===== src/rtl/ext_irq_pkg.sv =====
// Shared definitions for the external interrupt controller:
// register offsets (addr[4:2]), FSM states and default source count.
package ext_irq_pkg;

    localparam int NSRC_DEFAULT = 8;

    // Register select values, taken from byte address bits [4:2]
    localparam logic [2:0] REG_PENDING  = 3'd0;
    localparam logic [2:0] REG_ENABLE   = 3'd1;
    localparam logic [2:0] REG_CLAIM    = 3'd2;
    localparam logic [2:0] REG_COMPLETE = 3'd3;

    typedef enum logic [1:0] {
        ST_IDLE    = 2'd0,
        ST_REQ     = 2'd1,
        ST_SERVICE = 2'd2
    } state_e;

endpackage


===== src/rtl/irq_prio_enc.sv =====
// Combinational lowest-index priority encoder.
// Ports: vec_i (request vector), id_o (lowest set index), valid_o (any set).
module irq_prio_enc #(
    parameter int NSRC = 8
) (
    input  logic [NSRC-1:0] vec_i,
    output logic [4:0]      id_o,
    output logic            valid_o
);

    // Scan from the top down so the lowest set index is written last.
    always_comb begin
        id_o = 5'd0;
        for (int i = NSRC - 1; i >= 0; i--) begin
            if (vec_i[i]) begin
                id_o = 5'(i);
            end
        end
    end

    assign valid_o = |vec_i;

endmodule


===== src/rtl/ext_irq_ctrl.sv =====
// External interrupt controller: edge/level sources, enable mask,
// claim/complete handshake and a registered meip_o request to the core.
// Ports: clk_i, reset_i (sync, active-high), src_i[NSRC], register bus
// (wr_en_i, rd_en_i, addr_i[4:0], wdata_i, rdata_o), meip_o, irq_ack_i.
module ext_irq_ctrl
    import ext_irq_pkg::*;
#(
    parameter int          NSRC      = NSRC_DEFAULT,
    parameter logic [31:0] EDGE_MASK = 32'h0000_00FF
) (
    input  logic            clk_i,
    input  logic            reset_i,
    input  logic [NSRC-1:0] src_i,
    input  logic            wr_en_i,
    input  logic            rd_en_i,
    input  logic [4:0]      addr_i,
    input  logic [31:0]     wdata_i,
    output logic [31:0]     rdata_o,
    output logic            meip_o,
    input  logic            irq_ack_i
);

    localparam logic [NSRC-1:0] EMASK = EDGE_MASK[NSRC-1:0];

    logic [NSRC-1:0] src_q;
    logic [NSRC-1:0] pend_q;
    logic [NSRC-1:0] pend_d;
    logic [NSRC-1:0] en_q;
    logic [NSRC-1:0] pend_vec;
    logic [NSRC-1:0] pe;
    logic [NSRC-1:0] evt;
    logic [NSRC-1:0] w1c;
    logic [NSRC-1:0] claim_clr;
    logic [4:0]      enc_id;
    logic            enc_v;
    logic [4:0]      claim_id_q;
    logic            claim_v_q;
    logic            meip_q;
    logic [31:0]     rdata_q;
    state_e          state_q;

    logic [2:0] sel;
    logic       wr_pend;
    logic       wr_en;
    logic       wr_comp;
    logic       claim_fire;
    logic       complete_hit;

    // Address bits [1:0] and upper write data are intentionally unused.
    logic unused_bits;
    assign unused_bits = ^{addr_i[1:0], wdata_i};

    assign sel     = addr_i[4:2];
    assign wr_pend = wr_en_i && (sel == REG_PENDING);
    assign wr_en   = wr_en_i && (sel == REG_ENABLE);
    assign wr_comp = wr_en_i && (sel == REG_COMPLETE);

    // Level sources bypass the pending flops and follow src_i.
    assign pend_vec = (pend_q & EMASK) | (src_i & ~EMASK);
    assign pe       = pend_vec & en_q;

    irq_prio_enc #(
        .NSRC (NSRC)
    ) u_enc (
        .vec_i   (pe),
        .id_o    (enc_id),
        .valid_o (enc_v)
    );

    assign claim_fire   = (state_q == ST_REQ) && irq_ack_i && enc_v;
    assign complete_hit = (state_q == ST_SERVICE) && wr_comp
                          && (wdata_i[4:0] == claim_id_q);

    assign evt = src_i & ~src_q & EMASK;
    assign w1c = wr_pend ? wdata_i[NSRC-1:0] : '0;

    always_comb begin
        claim_clr = '0;
        for (int i = 0; i < NSRC; i++) begin
            if (claim_fire && (enc_id == 5'(i))) begin
                claim_clr[i] = 1'b1;
            end
        end
    end

    // A new event wins over a same-cycle clear of the same bit.
    assign pend_d = ((pend_q & ~w1c & ~claim_clr) | evt) & EMASK;

    always_ff @(posedge clk_i) begin
        if (reset_i) begin
            src_q  <= src_i;
            pend_q <= '0;
            en_q   <= '0;
        end else begin
            src_q  <= src_i;
            pend_q <= pend_d;
            if (wr_en) begin
                en_q <= wdata_i[NSRC-1:0];
            end
        end
    end

    always_ff @(posedge clk_i) begin
        if (reset_i) begin
            state_q    <= ST_IDLE;
            meip_q     <= 1'b0;
            claim_id_q <= 5'd0;
            claim_v_q  <= 1'b0;
        end else begin
            case (state_q)
                ST_IDLE: begin
                    if (enc_v) begin
                        state_q <= ST_REQ;
                        meip_q  <= 1'b1;
                    end
                end
                ST_REQ: begin
                    if (claim_fire) begin
                        claim_id_q <= enc_id;
                        claim_v_q  <= 1'b1;
                        state_q    <= ST_SERVICE;
                        meip_q     <= 1'b0;
                    end else if (!enc_v) begin
                        claim_v_q <= 1'b0;
                        state_q   <= ST_IDLE;
                        meip_q    <= 1'b0;
                    end
                end
                ST_SERVICE: begin
                    if (complete_hit) begin
                        claim_v_q <= 1'b0;
                        state_q   <= ST_IDLE;
                    end
                end
                default: begin
                    state_q <= ST_IDLE;
                    meip_q  <= 1'b0;
                end
            endcase
        end
    end

    always_ff @(posedge clk_i) begin
        if (reset_i) begin
            rdata_q <= 32'd0;
        end else if (rd_en_i) begin
            case (sel)
                REG_PENDING: rdata_q <= 32'(pend_vec);
                REG_ENABLE:  rdata_q <= 32'(en_q);
                REG_CLAIM:   rdata_q <= {claim_v_q, 26'd0, claim_id_q};
                default:     rdata_q <= 32'd0;
            endcase
        end
    end

    assign rdata_o = rdata_q;
    assign meip_o  = meip_q;

endmodule


===== config.mk =====
export PLATFORM = sky130hd
export DESIGN_NAME = ext_irq_ctrl
export DESIGN_NICKNAME = d
export VERILOG_FILES = /design/src/rtl/ext_irq_pkg.sv /design/src/rtl/irq_prio_enc.sv /design/src/rtl/ext_irq_ctrl.sv
export SDC_FILE = /design/constraint.sdc
export NUM_CORES = 1
export LEC_CHECK = 0
export ABC_AREA = 1
export CAP_MARGIN = 25
export CORE_ASPECT_RATIO = 1.1
export CORE_UTILIZATION = 44
export CTS_BUF_LIST = sky130_fd_sc_hd__clkbuf_4 sky130_fd_sc_hd__clkbuf_8
export DETAILED_ROUTE_END_ITERATION = 8
export PLACE_DENSITY = 0.79
export SLEW_MARGIN = 20
export SYNTH_ARGS = -nofsm -noshare
export SYNTH_HDL_FRONTEND = slang
export SYNTH_SLANG_ARGS = --single-unit

===== constraint.sdc =====
create_clock -name clk_i -period 1.65 [get_ports clk_i]
set_clock_uncertainty 0.2 [all_clocks]
set_input_delay 0.33 -clock clk_i [delete_from_list [all_inputs] [get_ports clk_i]]
set_output_delay 0.33 -clock clk_i [all_outputs]
set_load 0.03 [all_outputs]

==> impl_metrics.yaml, run 1 <==
grt:
  antenna_found_initial: 0
  grtUsageTotal_pct: 20.1
  grt_pass1_vias: 1654
  grt_overflow: 0
  grt_pass1_wl_mm: 7.25
  grt_max_degree: 22
clocking:
  clkSinkCount: 40
  cts_buffers: 5
  ctsHtreeMaxLevel: 2
  clock_latency_ps: 290
  clock_path_buffers: 2
  cts_tree: "built"
  cts.clk_slew.worst_paths_ps: 70
  cts-root-buf: "clkbuf_8"
worst_setup_path:
  r2r_slack_ps: 110
  end_kind: "flop"
  cp.arrival_ps: 1600
  worstSetupPathType: "in2reg"
  worstSetupStartpointType: "input pin"
  cp_max_fo: 8
  worstPathRequired_ps: 1620
sta:
  fmax_ghz: 0.615
  whs_ps: 208
  post-route-worst-setup-slack_ps: 23.5
  finalHoldViolations: 0
  slew_violations: 0
  fin_crit_ps: 1630
  period_share_pct: 98.6
  setup_viol: 0
synthesis:
  synth_edf_count: 0
  synth_warnings: 0
  ys_seq_area_share_pct: 39.9
  ys.flop_type: "dfxtp_1"
  synth_top_cell_by_area: "dfxtp_1"
  postSynthCellCount: 283
  async_flop_share_pct: 0
  syn_avg_cell_area_um2: 7.10
  yosysTopAreaCellShare_pct: 39.9
  synth_area_leaders: "dfxtp_1, nand2_1, buf_4"
  ys_types: 26
  netlist_area_mm2: 0.00201
  synth-seq-cells: 40
placement:
  hpwlAfterDp_mm: 3.31
  pre_cts_ws_ps: -341
  port_buffers: 33
  finalWeightedCongestion: 0.873
  dp_cells: 377
  post_dp_cell_area_mm2: 0.00239
floorplanning:
  num_io_pins: 83
  rows: 25
  die_y_um: 72.9
  chipWidth_um: 66.4
  dieArea_mm2: 0.00484
  coreArea_mm2: 0.00435
  initial_core_util_pct: 46.2
route:
  avgViaCountPerCell: 4.74
  drt_wl_total_mm: 4.46
  routedWlPerCell_um: 11.5
  drtPass1Iterations: 4
  drt_iter0_drc: 77
  route.vias.total: 1840
  antenna_left: 0
  route.detailed.drc: 0
outcome:
  status: "finished, final reports clean"
final_layout:
  area_delta_synth_final_pct: 30.2
  finalNonFillerCells: 388
  mostFrequentLayoutCells: "nand2_1, dfxtp_1, inv_1, a21oi_1, conb_1"
  fin_area_mm2: 0.00262
  layout-drive-gt1-share_pct: 20.4
  num-nets-final: 383
  fillers: 416
  mostFrequentLayoutCell: "nand2_1"
  antenna_cells: 0
power_and_ir_drop:
  ir_drop_uv: 588
  leakagePower_nw: 1.19
  p_per_area_mw_per_mm2: 849
worst_hold_path:
  worstHoldPathType: "in2reg"
flow_run:
  drv_cap: 0
[per-layer routing]
layer / track usage (%) / routed length (µm)
met2: 33.1 / 2130
met1: 25.7 / 2030
met4: 7.09 / 53
met3: 4.69 / 247
met5: 0 / 0
[critical path, stage by stage]
cell and delay [ps]:
clkdlybuf4s50_1 540, inv_1 90, nand2_2 120, inv_2 100
nand2_1 70, o21ai_0 70, o21ai_0 200, a21oi_1 90
[logic make-up (layout without fill, tap and decap cells)]
group / after synthesis / count (layout) / synth area share (%)
AND/OR/NAND/NOR: 112 / 112 / 25.8
AO/OA/AOI/OAI: 62 / 62 / 17.1
buffers and inverters: 68 / 97 / 17.1
other: 1 / 23 / 0.187
flip-flops: 40 / 40 / 39.9
[sequential cells by signal, indices dropped and copies added (netlist names)]
| signal | count |
|---|---|
| claim_id_q | 3 |
| pend_q | 8 |
| meip_o | 1 |
| rdata_o | 9 |
| src_q | 8 |
| en_q | 8 |
| claim_v_q | 1 |
| state_q | 2 |
[cells in the mapped netlist (2+ instances only)]
master	instances
nand2_2	6
nand3_1	13
nand2_1	73
nor2_1	7
buf_4	23
a21oi_2	4
o211ai_1	3
o21ai_0	22
nand4_1	2
nor2_2	3
dfxtp_1	40
inv_2	2
nand2_4	2
inv_1	38
o21ai_1	3
a21oi_1	29
clkbuf_1	4
[worst paths after layout]
check	from	to	cells past startpoint
min reg2reg	rdata_o[2]$_SDFFE_PP0P_	rdata_o[2]$_SDFFE_PP0P_	2
max	addr_i[2]	rdata_o[1]$_SDFFE_PP0P_	8
max reg2reg	pend_q[5]$_SDFF_PP0_	pend_q[1]$_SDFF_PP0_	9
min	wdata_i[2]	en_q[2]$_SDFFE_PP0P_	3
[report_power, final]
group	switching [mW]	internal, mW
Clock	0.341	0.534
Sequential	0.0230	1.00
Combinational	0.205	0.116
Total	0.569	1.65
[layout make-up]
cell class / instances / area, µm² / area share, %
Inverter: 40 / 150 / 5.74
Timing Repair Buffer: 49 / 445 / 17.0
Multi-Input combinational cell: 197 / 1020 / 39.0
Tap cell: 54 / 67.6 / 2.58
Clock buffer: 7 / 96.3 / 3.68
Sequential cell: 40 / 807 / 30.8
Clock inverter: 1 / 30.0 / 1.15
[per-stage QoR]
stage / TNS (ps) / power, mW / util (%)
finish: 0 / 2.22 / 60.2
CTS: -11.5 / 2.21 / 57.7
global route: -9.26 / 2.32 / 60.2
floorplan: 0 / 1.27 / -
detailed placement: -6810 / 1.35 / 55.1
global placement: -5670 / 1.35 / 55.1
[repair_timing]
item,4_1_cts,5_1_grt
resized for setup,11,35
pin swaps,0,12
hold buffers,0,0
buffers inserted,0,3
setup endpoints to repair,14,15
Note: power is estimated with default switching activity, not from simulation.
==> inputs of run 2 (changes only) <==
--- a/config.mk
+++ b/config.mk
@@ -7,5 +7,5 @@
 export LEC_CHECK = 0
 export ABC_AREA = 1
-export CAP_MARGIN = 25
+export CAP_MARGIN = 20
 export CORE_ASPECT_RATIO = 1.1
 export CORE_UTILIZATION = 44
==> constraint.sdc (replaced) <==
create_clock -name clk_i -period 1.65 [get_ports clk_i]
set_clock_uncertainty 0.2 [all_clocks]
set_input_delay 0.165 -clock clk_i [delete_from_list [all_inputs] [get_ports clk_i]]
set_output_delay 0.165 -clock clk_i [all_outputs]
set_load 0.03 [all_outputs]
==> run 2 against run 1 <==
Final cell count decreased by 0.77%. Die area did not move. Count of clock-buffer cells in the layout decreased by 1. Flip-flop and latch count is the same. First-iteration DRC count fell by 6.5%. Global-route usage is 0.76 points lower. Critical endpoint is now claim_v_q$_SDFFE_PP0P_. Largest cell class unchanged. Largest power group unchanged.
==> impl_metrics.yaml, run 2 (same netlist as run 1, synthesis figures left out) <==
worst_setup_path:
  end_kind: "flop"
  cp.arrival_ps: 1510
  worstSetupPathType: "reg2reg"
  worstPathRequired_ps: 1640
  reg2regPathDepth: 8
  worstSetupStartpointType: "flop"
  cp_max_fo: 3
final_layout:
  area_delta_synth_final_pct: 25.0
  utilization_pct: 57.8
  largest_reg_flops: 9
  mostFrequentLayoutCells: "nand2_1, dfxtp_1, inv_1, a21oi_1"
  fin_area_mm2: 0.00251
  fillers: 434
  mostFrequentLayoutCell: "nand2_1"
  num-nets-final: 380
  layout-drive-gt1-share_pct: 16.3
  antenna_cells: 0
grt:
  grt_overflow: 0
  grt_pass1_wl_mm: 6.89
  grt_pass1_vias: 1572
  grtUsageTotal_pct: 19.4
  antenna_found_initial: 0
  grt_max_degree: 22
sta:
  period_share_pct: 92.7
  rsz0062_at_grt: "true"
  fmax_ghz: 0.654
  finalHoldViolations: 0
  fin_crit_ps: 1530
  setup_viol: 0
  slew_violations: 0
floorplanning:
  initial_core_util_pct: 46.2
  chipWidth_um: 66.4
  die_y_um: 72.9
  rows: 25
  num_io_pins: 83
  coreArea_mm2: 0.00435
  dieArea_mm2: 0.00484
power_and_ir_drop:
  p_per_area_mw_per_mm2: 799
  ir_drop_uv: 556
  switchingPower_mw: 0.560
  netSwitchingFraction_pct: 27.9
  leakagePower_nw: 1.13
  seqPwrFrac_pct: 51.1
  internal-power_mw: 1.45
  pwr-share-clk_pct: 33.6
  comb_power_share_pct: 15.3
clocking:
  cts-root-buf: "clkbuf_8"
  cts.clk_slew.worst_paths_ps: 80
  clock_latency_ps: 300
  clkSinkCount: 40
  ctsHtreeMaxLevel: 2
  clock_path_buffers: 2
  cts_tree: "built"
  cts_buffers: 5
route:
  route.vias.total: 1841
  drtPass1Iterations: 4
  drt_wl_total_mm: 4.27
  avgViaCountPerCell: 4.78
  drt_iter0_drc: 72
  routedWlPerCell_um: 11.1
  antenna_left: 0
  route.detailed.drc: 0
placement:
  post_dp_cell_area_mm2: 0.00239
  hpwlAfterDp_mm: 3.21
  port_buffers: 33
  finalWeightedCongestion: 0.866
worst_hold_path:
  min_path_cells: 1
  worstHoldPathType: "in2reg"
flow_run:
  drv_cap: 0
outcome:
  status: "finished, final reports clean"
==> run 2: final timing paths <==
kind | from | end | slack, ps
max | state_q[1]$_SDFFE_PP0P_ | claim_v_q$_SDFFE_PP0P_ | 120
min | src_i[1] | src_q[1]$_DFF_P_ | 130
max reg2reg | state_q[1]$_SDFFE_PP0P_ | claim_v_q$_SDFFE_PP0P_ | 120
min reg2reg | rdata_o[3]$_SDFFE_PP0P_ | rdata_o[3]$_SDFFE_PP0P_ | 260
==> run 2: power by group through the flow <==
stage | clock network, mW | logic [mW] | registers (mW)
5_1_grt | 0.729 | 0.338 | 1.03
3_5_place_dp | 0 | 0.305 | 1.05
4_1_cts | 0.688 | 0.302 | 1.02
2_1_floorplan | 0 | 0.221 | 1.05
6_report | 0.675 | 0.307 | 1.03
3_3_place_gp | 0 | 0.300 | 1.04
==> run 2: area by class of cell <==
class	instances	area (µm²)	area share [%]
Clock inverter	2	10.0	0.398
Sequential cell	40	803	32.0
Tap cell	54	67.6	2.69
Inverter	40	150	5.98
Multi-Input combinational cell	197	983	39.1
Clock buffer	6	82.6	3.29
Timing Repair Buffer	46	415	16.5
==> run 2: stage by stage <==
| stage | setup WS (ps) | std cells | setup TNS [ps] | hold WS [ps] | power (mW) |
|---|---|---|---|---|---|
| after floorplan | 260 | 305 | 0 | -7.28 | 1.27 |
| after global placement | -102 | 376 | -1130 | 250 | 1.34 |
| after detailed placement | -130 | 376 | -1810 | 257 | 1.35 |
| after CTS | 44.6 | 384 | 0 | 124 | 2.01 |
| after global routing | -15.8 | 385 | -15.9 | 123 | 2.10 |
| final | 121 | 385 | 0 | 131 | 2.01 |
==> run 2: critical path, cell delays in order (launching register included) <==
cell,delay [ps]
dfxtp_1,350
inv_2,60
buf_4,140
nor2_1,180
nand3_1,140
o21ai_0,170
nand2_1,70
nand2_1,60
a21oi_1,50
==> run 2: what timing repair did <==
action | in CTS | in global routing
hold buffers | 0 | 0
buffers inserted | 0 | 1
pin swaps | 0 | 3
endpoints found under the setup margin | 10 | 8
gates resized for setup | 10 | 13
==> run 2: routing by layer <==
metal | global-route usage, % | vias up | part of all wire, % | wire, µm
met5 | 0 | - | 0 | 0
li1 | - | 946 | - | -
met4 | 7.80 | 0 | 1.9 | 82
met2 | 32.3 | 70 | 48 | 2030
met3 | 5.63 | 9 | 6.5 | 278
met1 | 23.2 | 816 | 44 | 1870
